`config.mk`:
```
export PLATFORM = sky130hd
export DESIGN_NAME = mem_stage
export DESIGN_NICKNAME = d
export VERILOG_FILES = /design/src/rtl/mem_stage.sv
export SDC_FILE = /design/constraint.sdc
export NUM_CORES = 1
export LEC_CHECK = 0
export CAP_MARGIN = 0
export CORE_AREA = 2 2 143 145
export CTS_CLUSTER_SIZE = 10
export DETAILED_ROUTE_END_ITERATION = 10
export DIE_AREA = 0 0 145 147
export MAX_ROUTING_LAYER = met4
export PLACE_DENSITY = 0.82
export SYNTH_ARGS = -nofsm -noshare
export SYNTH_HDL_FRONTEND = slang
export SYNTH_SLANG_ARGS = --single-unit
```
`constraint.sdc`:
```
create_clock -name clk -period 10.7 [get_ports clk]
set_clock_uncertainty 0.1 [all_clocks]
set_input_delay 2.14 -clock clk [delete_from_list [all_inputs] [get_ports clk]]
set_output_delay 2.14 -clock clk [all_outputs]
set_load 0.05 [all_outputs]
```
`src/rtl/mem_stage.sv`:
```
// MEM stage of the 5-stage MIPS pipeline: holds one instruction from EX, runs its load/store
// on the req/addr_ok/data_ok data port, extends load data and forwards results to WB and ID.
module mem_stage #(
  parameter int EX_TO_MEM_BUS_WD = 109,
  parameter int MEM_TO_WB_BUS_WD = 104,
  parameter int MEM_TO_ID_BUS_WD = 40
) (
  input  logic                        clk,
  input  logic                        reset,
  input  logic                        EX_to_MEM_valid,
  output logic                        MEM_allow_in,
  input  logic [EX_TO_MEM_BUS_WD-1:0] EX_to_MEM_bus,
  output logic                        MEM_to_WB_valid,
  input  logic                        WB_allow_in,
  output logic [MEM_TO_WB_BUS_WD-1:0] MEM_to_WB_bus,
  output logic [MEM_TO_ID_BUS_WD-1:0] MEM_to_ID_bus,
  output logic                        data_sram_req,
  output logic                        data_sram_wr,
  output logic [1:0]                  data_sram_size,
  output logic [3:0]                  data_sram_wstrb,
  output logic [31:0]                 data_sram_addr,
  output logic [31:0]                 data_sram_wdata,
  input  logic                        data_sram_addr_ok,
  input  logic                        data_sram_data_ok,
  input  logic [31:0]                 data_sram_rdata,
  output logic [1:0]                  mem_state
);

  // Handshakes: a transfer happens on a cycle where valid and ready (allow_in / addr_ok) are both
  // high at the rising edge; valid and the payload stay stable until that transfer happens.

  typedef enum logic [1:0] {
    S_IDLE = 2'd0,
    S_REQ  = 2'd1,
    S_WAIT = 2'd2,
    S_DONE = 2'd3
  } state_t;

  state_t                      state, state_nxt;
  logic                        mem_valid;
  logic [EX_TO_MEM_BUS_WD-1:0] ex_bus;
  logic [31:0]                 load_buf;
  logic                        load_capture;

  logic [31:0] pc_plus_4, alu_res, store_data;
  logic        mem_re, mem_we, mem_sign, sel_rf_w_en;
  logic [1:0]  mem_size, sel_rf_w_data;
  logic [4:0]  rf_waddr;

  assign pc_plus_4     = ex_bus[108:77];
  assign alu_res       = ex_bus[76:45];
  assign store_data    = ex_bus[44:13];
  assign mem_re        = ex_bus[12];
  assign mem_we        = ex_bus[11];
  assign mem_size      = ex_bus[10:9];
  assign mem_sign      = ex_bus[8];
  assign rf_waddr      = ex_bus[7:3];
  assign sel_rf_w_data = ex_bus[2:1];
  assign sel_rf_w_en   = ex_bus[0];

  logic mem_op, ready_go, accept, handoff, in_mem_op;

  assign mem_op          = mem_re | mem_we;
  assign in_mem_op       = EX_to_MEM_bus[12] | EX_to_MEM_bus[11];
  assign ready_go        = mem_valid & (~mem_op | (state == S_DONE));
  assign MEM_allow_in    = ~mem_valid | (ready_go & WB_allow_in);
  assign MEM_to_WB_valid = ready_go;
  assign accept          = EX_to_MEM_valid & MEM_allow_in;
  assign handoff         = ready_go & WB_allow_in;

  // Effective address: word and half accesses are forced to their natural alignment.
  logic [31:0] eff_addr;
  always_comb begin
    eff_addr = alu_res;
    if (mem_size[1])      eff_addr = {alu_res[31:2], 2'b00};
    else if (mem_size[0]) eff_addr = {alu_res[31:1], 1'b0};
  end

  always_comb begin
    data_sram_wstrb = 4'b0000;
    data_sram_wdata = store_data;
    case (mem_size)
      2'b00: begin
        data_sram_wdata = {4{store_data[7:0]}};
        if (mem_we) data_sram_wstrb = 4'b0001 << eff_addr[1:0];
      end
      2'b01: begin
        data_sram_wdata = {2{store_data[15:0]}};
        if (mem_we) data_sram_wstrb = eff_addr[1] ? 4'b1100 : 4'b0011;
      end
      default: begin
        if (mem_we) data_sram_wstrb = 4'b1111;
      end
    endcase
  end

  assign data_sram_req  = (state == S_REQ);
  assign data_sram_wr   = mem_we;
  assign data_sram_size = mem_size;
  assign data_sram_addr = eff_addr;

  logic [15:0] lane;
  logic [31:0] load_ext;
  assign lane = 16'(data_sram_rdata >> {eff_addr[1:0], 3'b000});

  always_comb begin
    case (mem_size)
      2'b00:   load_ext = {{24{mem_sign & lane[7]}}, lane[7:0]};
      2'b01:   load_ext = {{16{mem_sign & lane[15]}}, lane[15:0]};
      default: load_ext = data_sram_rdata;
    endcase
  end

  // A new accept overrides any in-progress transition; accept is only possible once the
  // current instruction is leaving or the stage is empty.
  always_comb begin
    state_nxt    = state;
    load_capture = 1'b0;
    case (state)
      S_REQ: begin
        if (data_sram_addr_ok) begin
          if (data_sram_data_ok) begin
            state_nxt    = S_DONE;
            load_capture = 1'b1;
          end else begin
            state_nxt = S_WAIT;
          end
        end
      end
      S_WAIT: begin
        if (data_sram_data_ok) begin
          state_nxt    = S_DONE;
          load_capture = 1'b1;
        end
      end
      default: state_nxt = state;
    endcase
    if (accept)       state_nxt = in_mem_op ? S_REQ : S_IDLE;
    else if (handoff) state_nxt = S_IDLE;
  end

  always_ff @(posedge clk or posedge reset) begin
    if (reset) begin
      state     <= S_IDLE;
      mem_valid <= 1'b0;
      ex_bus    <= '0;
      load_buf  <= '0;
    end else begin
      state <= state_nxt;
      if (MEM_allow_in) mem_valid <= EX_to_MEM_valid;
      if (accept) ex_bus <= EX_to_MEM_bus;
      if (load_capture) load_buf <= load_ext;
    end
  end

  logic [31:0] load_data, fwd_data;
  logic        load_done, load_pending;

  assign load_done    = mem_re & (state == S_DONE);
  assign load_pending = mem_valid & mem_re & (state != S_DONE);
  assign load_data    = mem_re ? load_buf : 32'd0;

  always_comb begin
    if (load_done)                   fwd_data = load_data;
    else if (sel_rf_w_data == 2'b01) fwd_data = pc_plus_4 + 32'd4;
    else                             fwd_data = alu_res;
  end

  assign MEM_to_WB_bus = {pc_plus_4, alu_res, load_data, rf_waddr, sel_rf_w_data, sel_rf_w_en};
  assign MEM_to_ID_bus = {load_pending, fwd_data, rf_waddr, sel_rf_w_en & mem_valid, mem_valid};
  assign mem_state     = state;

endmodule

```
==> reports/metrics.yaml, run 1 <==
status:
  outcome: "finished, final reports clean"
sta:
  drv_slew: 0
  finalCritPeriodShare_pct: 54.93
  fmax_ghz: 0.1701
  rsz0062_at_grt: "false"
  post-route-min-period_ps: 5877
  tns_ps: 0
  worst_pin_slew_ps: 1009
  max-slew-margin-rel_pct: 32.76
  setup_viol: 0
  hold_viol_final: 0
route:
  drt_iter0_markers: 470
  final_antenna_net_count: 0
  wirelength_mm: 28.75
  drtPass1Iterations: 5
  vias_per_cell: 5.405
  drc_errors: 0
  vias: 7459
  wl_per_cell_um: 20.83
clock_tree:
  clock-root-buffer: "clkbuf_16"
  cts_resized: 0
  htreeDepth: 4
  path_clk_slew_ps: 60
  worstSkewPairLatency_ps: 420
  cts_tree: "built"
  cts_hold_buf: 0
  numCtsBuffers: 17
  clk_path_buf_depth: 2
  cts.sinks: 144
  cts_setup_buffers: 0
yosys:
  synth.avg_cell_area_um2: 9.840
  yosysSeqAreaShare_pct: 41.71
  netlist_top_cells_area: "dfrtp_1 (42%), mux2_2 (17%), buf_4 (10%)"
  synth-edff-count: 0
  async_reset_ff_share_pct: 100.0
  ys_seq_elements: 144
  syn_area_um2: 8640
  synth_top_area_share_pct: 41.71
  netlist_instances: 878
  synthesis.nets: 1029
  synth_flop_cell: "dfrtp_1"
  yosys_warnings: 0
  yosysTopAreaCell: "dfrtp_1"
  synth_cell_types: 47
placement:
  dp.cells: 1350
  dp_hpwl_mm: 21.99
  port_buffers: 366
  gp_congestion: 0.8784
min_path:
  hold_class: "flip-flop to flip-flop"
  holdPathStages: 1
  holdPathEnd: "ex_bus[40]$_DFFE_PP0P_"
  min_from: "ex_bus[40]$_DFFE_PP0P_"
setup_path:
  cp_max_fo: 37
  start_kind: "flip-flop"
  worst_path_largest_cell_delay_ps: 830
  r2r_setup_slack_ps: 7310
  r2r-end: "ex_bus[63]$_DFFE_PP0P_"
  arrival_ps: 3640
  cpMostUsedCell: "nand2_1"
  worst_path_max_delay_cell: "clkdlybuf4s50_1"
  rr_worst_depth: 4
  required_ps: 8460
  r2r_start: "ex_bus[12]$_DFFE_PP0P_"
  critPathBufInv: 1
  crit_chain: "nand2_1 > nand2_1 > or3_1 > nand3_1 > clkdlybuf4s50_1"
  worstSetupPathType: "flip-flop to primary output"
  cp_top_family: "simple AND/OR/NAND/NOR gates"
  worst_setup_path_end_kind: "primary output"
global_route:
  grt_pass1_wl_mm: 44.04
  grt_usage_pct: 27.57
  grt_pass1_vias: 7468
  antenna_found_initial: 0
  grt_max_degree: 77
  grt_overflow: 0
floorplanning:
  die_w_um: 145
  rows: 52
  initial_core_util_pct: 43.54
  die-area_um2: 21320
  chipHeight_um: 147
  core-area_um2: 19840
  boundaryPins: 367
final_layout:
  nets: 1250
  stdcell_count: 1380
  area_delta_synth_final_pct: 41.54
  drive_gt1_share_pct: 16.13
  num_antenna_cells: 0
  fillCellCount: 1667
flow_run:
  max_cap_viol_count: 0
## cell families after synthesis
kind of cell	share of synthesized area [%]
AOI/OAI and AO/OA	9.196
xor gates and xnor gates	2.636
adders and majority gates	0.5793
buffers and inverters	13.34
DFF	41.71
muxes	17.73
and+or+nand+nor	14.82
## how the worst max path moves through the flow
stage,from,endpoint,cells after the start
global placement,WB_allow_in,MEM_allow_in,4
finish,ex_bus[12]$_DFFE_PP0P_,MEM_to_ID_bus[31],5
CTS,ex_bus[12]$_DFFE_PP0P_,MEM_to_ID_bus[31],5
floorplan,reset,ex_bus[0]$_DFFE_PP0P_,1
detailed placement,WB_allow_in,MEM_allow_in,4
global route,ex_bus[12]$_DFFE_PP0P_,MEM_to_ID_bus[35],4
## cells in the mapped netlist (2+ instances only)
master      n
a22oi_1    17
nand2_1    82
xor2_1     18
clkbuf_1   33
a311o_1     7
buf_4     120
nor3b_1     2
mux2i_1     9
and4_1      2
a21oi_1    20
dfrtp_1   144
and3_1      6
buf_1       3
nand2b_1    3
buf_2      15
mux2_2    128
a21o_1      2
nor4_1      4
nand4_1    15
o21ai_0    71
nand3b_1    6
nor2_1     24
o21a_1      3
nor2b_1     5
a31oi_1     3
xnor2_1     8
and2_1     36
a31o_2      2
ha_1        4
nor3_2      2
inv_1      10
nor3_1     18
nand3_1    41
o21ai_1     2
## cell type report
cell class,instances,area [um2],area share [%]
sequential,144,3605,29.48
multi-input combinational,552,3897,31.87
clock inverter,9,155.1,1.269
clock buffer,21,470.5,3.847
timing repair buffer,373,3716,30.39
tap,270,337.8,2.763
inverter,11,46.29,0.3786
## sequential cells by signal, summed over array words and instances, names as in the netlist
register / count
mem_state: 2
ex_bus: 109
load_buf: 32
mem_valid: 1
## layout by cell type (no fill, tap or decap), drive strengths merged, types with 2 or more instances in the layout
master         Yosys  final
xnor2              8      8
buf              138      7
o21ai             73     73
nor3b              2      2
nand2b             4      4
a21o               2      2
nor2              25     25
mux2i              9      9
nor3              20     20
and4               2      2
nand3b             6      6
clkbuf            33     21
and3               6      6
bufinv             0      4
ha                 4      4
xor2              18     18
dfrtp            144    144
nand2             82     82
clkdlybuf4s50      0    366
o21a               3      3
mux2             128    128
nand4             16     16
a22oi             17     17
nor2b              5      5
a311o              7      7
and2              36     36
a31o               2      2
nand3             41     41
a31oi              3      3
a21oi             20     20
clkinv             0      3
inv               11     12
nor4               4      4
## per-stage QoR
stage          worst slack [ps]  hold slack [ps]  utilization (%)  instance area (um2)
2_1_floorplan              4594            362.5                -                 8640
3_3_place_gp               4847            386.2            58.47                11600
3_5_place_dp               4821            392.9            58.47                11600
4_1_cts                    4790            410.4            61.62                12230
5_1_grt                    4585            418.7            61.62                12230
6_report                   4823            408.9            61.62                12230
## routing by layer
metal  global-route usage, %  share of wire, %  vias up
met1                   34.04                41     3607
met2                   44.88                48      423
met5                       -                 0        -
li1                        -                 -     3387
met4                   7.327               2.1        0
met3                   7.609               8.9       42
## worst reg2reg max path, cell delays in order, from the launching register on
cell      delay [ps]
dfrtp_1          720
o21bai_1         470
a31o_4           660
buf_4            840
mux2_2           480
Power of run 1 is left out: the tool's default activity adds up to more than one toggle a clock period on the data nets, which glitch-free logic cannot reach.
==> inputs of run 2 (changes only) <==
Settings changed: CORE_AREA 2 2 143 145 to unset, CORE_MARGIN set to 1, CORE_UTILIZATION set to 44, DIE_AREA 0 0 145 147 to unset, PLACE_DENSITY 0.82 to 0.83.
Clock period 10.7 ns to 5.5 ns, I/O delays scaled along.
==> run 2 against run 1 <==
First-iteration DRC count fell by 9.6%. Die area fell by 5.2%. Count of clock-buffer cells in the layout fell by 3. Global-route usage rose by 2.4 points. Flip-flop and latch count did not move. Critical path depth rose by 2. Core utilization rose by 2.9 points. Worst hold slack got worse by 2.8 ps.
==> reports/metrics.yaml, run 2 (synthesis gave the netlist of run 1 again) <==
setup_path:
  required_ps: 4300
  worst_setup_path_end_kind: "primary output"
  arrival_ps: 3390
  cp_max_fo: 7
  worstSetupPathType: "flip-flop to primary output"
  rr_worst_depth: 5
  start_kind: "flip-flop"
sta:
  hold_slack_ps: 406.1
  finalCritPeriodShare_pct: 83.38
  post-route-min-period_ps: 4586
  max-slew-margin-rel_pct: 42.56
  rsz0062_at_grt: "false"
  setup_ws_ps: 914.2
  hold_viol_final: 0
  tns_ps: 0
  drv_slew: 0
  worst_pin_slew_ps: 859.8
  fmax_ghz: 0.2181
  setup_viol: 0
final_layout:
  final_cell_mix: "clkdlybuf4s50_1 (366), dfrtp_1 (143), mux2_2 (128)"
  regArea_um2: 3605
  regMostFlops: "ex_bus"
  nets: 1255
  drive_gt1_share_pct: 16.65
  largest_reg_flops: 109
  final_common_cell: "clkdlybuf4s50_1"
  multi_input_area_um2: 3897
  num_antenna_cells: 0
  fillCellCount: 1547
  final_util_pct: 64.55
  area_delta_synth_final_pct: 41.64
global_route:
  antenna_found_initial: 0
  grt_pass1_vias: 7418
  grt_max_degree: 71
  grt_usage_pct: 29.97
  grt_pass1_wl_mm: 43.79
  grt_overflow: 0
clock_tree:
  path_clk_slew_ps: 60
  cts_resized: 0
  cts_tree: "built"
  cts.sinks: 144
  clock-root-buffer: "clkbuf_16"
  clk_path_buf_depth: 2
  htreeDepth: 4
  cts_setup_buffers: 0
  numCtsBuffers: 17
  cts_hold_buf: 0
  worstSkewPairLatency_ps: 420
placement:
  place_ws_ps: 1446
  port_buffers: 366
  dp_hpwl_mm: 21.72
  gp_congestion: 0.9484
route:
  drc_errors: 0
  drtPass1Iterations: 5
  final_antenna_net_count: 0
  vias: 7488
  wirelength_mm: 29.13
  vias_per_cell: 5.438
  wl_per_cell_um: 21.15
  drt_iter0_markers: 425
min_path:
  holdPathStages: 1
  hold_class: "flip-flop to flip-flop"
status:
  outcome: "finished, final reports clean"
floorplanning:
  chipHeight_um: 142.1
  die_w_um: 142.1
  core-area_um2: 18960
  initial_core_util_pct: 45.58
  rows: 50
  boundaryPins: 367
  die-area_um2: 20200
flow_run:
  max_cap_viol_count: 0
==> run 2: changes by cell type in the layout (fill, tap and decap cells not counted) <==
cell / change
buf_12: +1
buf_4: +4
clkinv_4: +2
clkinv_2: +2
clkinvlp_4: +2
clkbuf_8: -3
bufinv_16: -1
==> run 2: worst paths after layout <==
kind,from,to,slack [ps]
worst max-delay path,ex_bus[79]$_DFFE_PP0P_,MEM_to_ID_bus[27],910
worst min-delay path,ex_bus[35]$_DFFE_PP0P_,ex_bus[35]$_DFFE_PP0P_,410
worst max register to register,ex_bus[12]$_DFFE_PP0P_,ex_bus[93]$_DFFE_PP0P_,2730
worst min register to register,ex_bus[35]$_DFFE_PP0P_,ex_bus[35]$_DFFE_PP0P_,410
max in group asynchronous,reset,ex_bus[93]$_DFFE_PP0P_,3250
min in group asynchronous,reset,ex_bus[46]$_DFFE_PP0P_,1040
==> run 2: cell type report <==
cell class              count  share of cell area, %
clock buffers              18                  3.507
clock inverters            14                  1.370
inverters                  11                 0.3783
multi-input cells         552                  31.85
flip-flops and latches    144                  29.46
well taps                 260                  2.658
repair buffers            378                  30.78
==> run 2: worst max-delay path, stage by stage, from the launching register on <==
cell	delay (ps)
dfrtp_1	450
ha_1	250
nand3_1	190
nor4_1	690
nand3_1	180
xor2_1	180
o21ai_0	170
clkdlybuf4s50_1	860
==> run 2: routing by layer <==
| metal | up-vias | track usage [%] | part of all wire, % |
|---|---|---|---|
| met5 | - | - | 0 |
| met4 | 0 | 11.49 | 3.0 |
| met3 | 61 | 8.950 | 10 |
| met2 | 395 | 48.58 | 49 |
| met1 | 3654 | 34.93 | 38 |
| li1 | 3378 | - | - |
==> run 2: per-stage QoR <==
step                instance area, um2  std cells
finish                           12240       1377
global route                     12240       1377
CTS                              12240       1377
detailed placement               11640       1345
global placement                 11640       1345
floorplan                         8640        878
Power of run 2 is left out for the same reason.
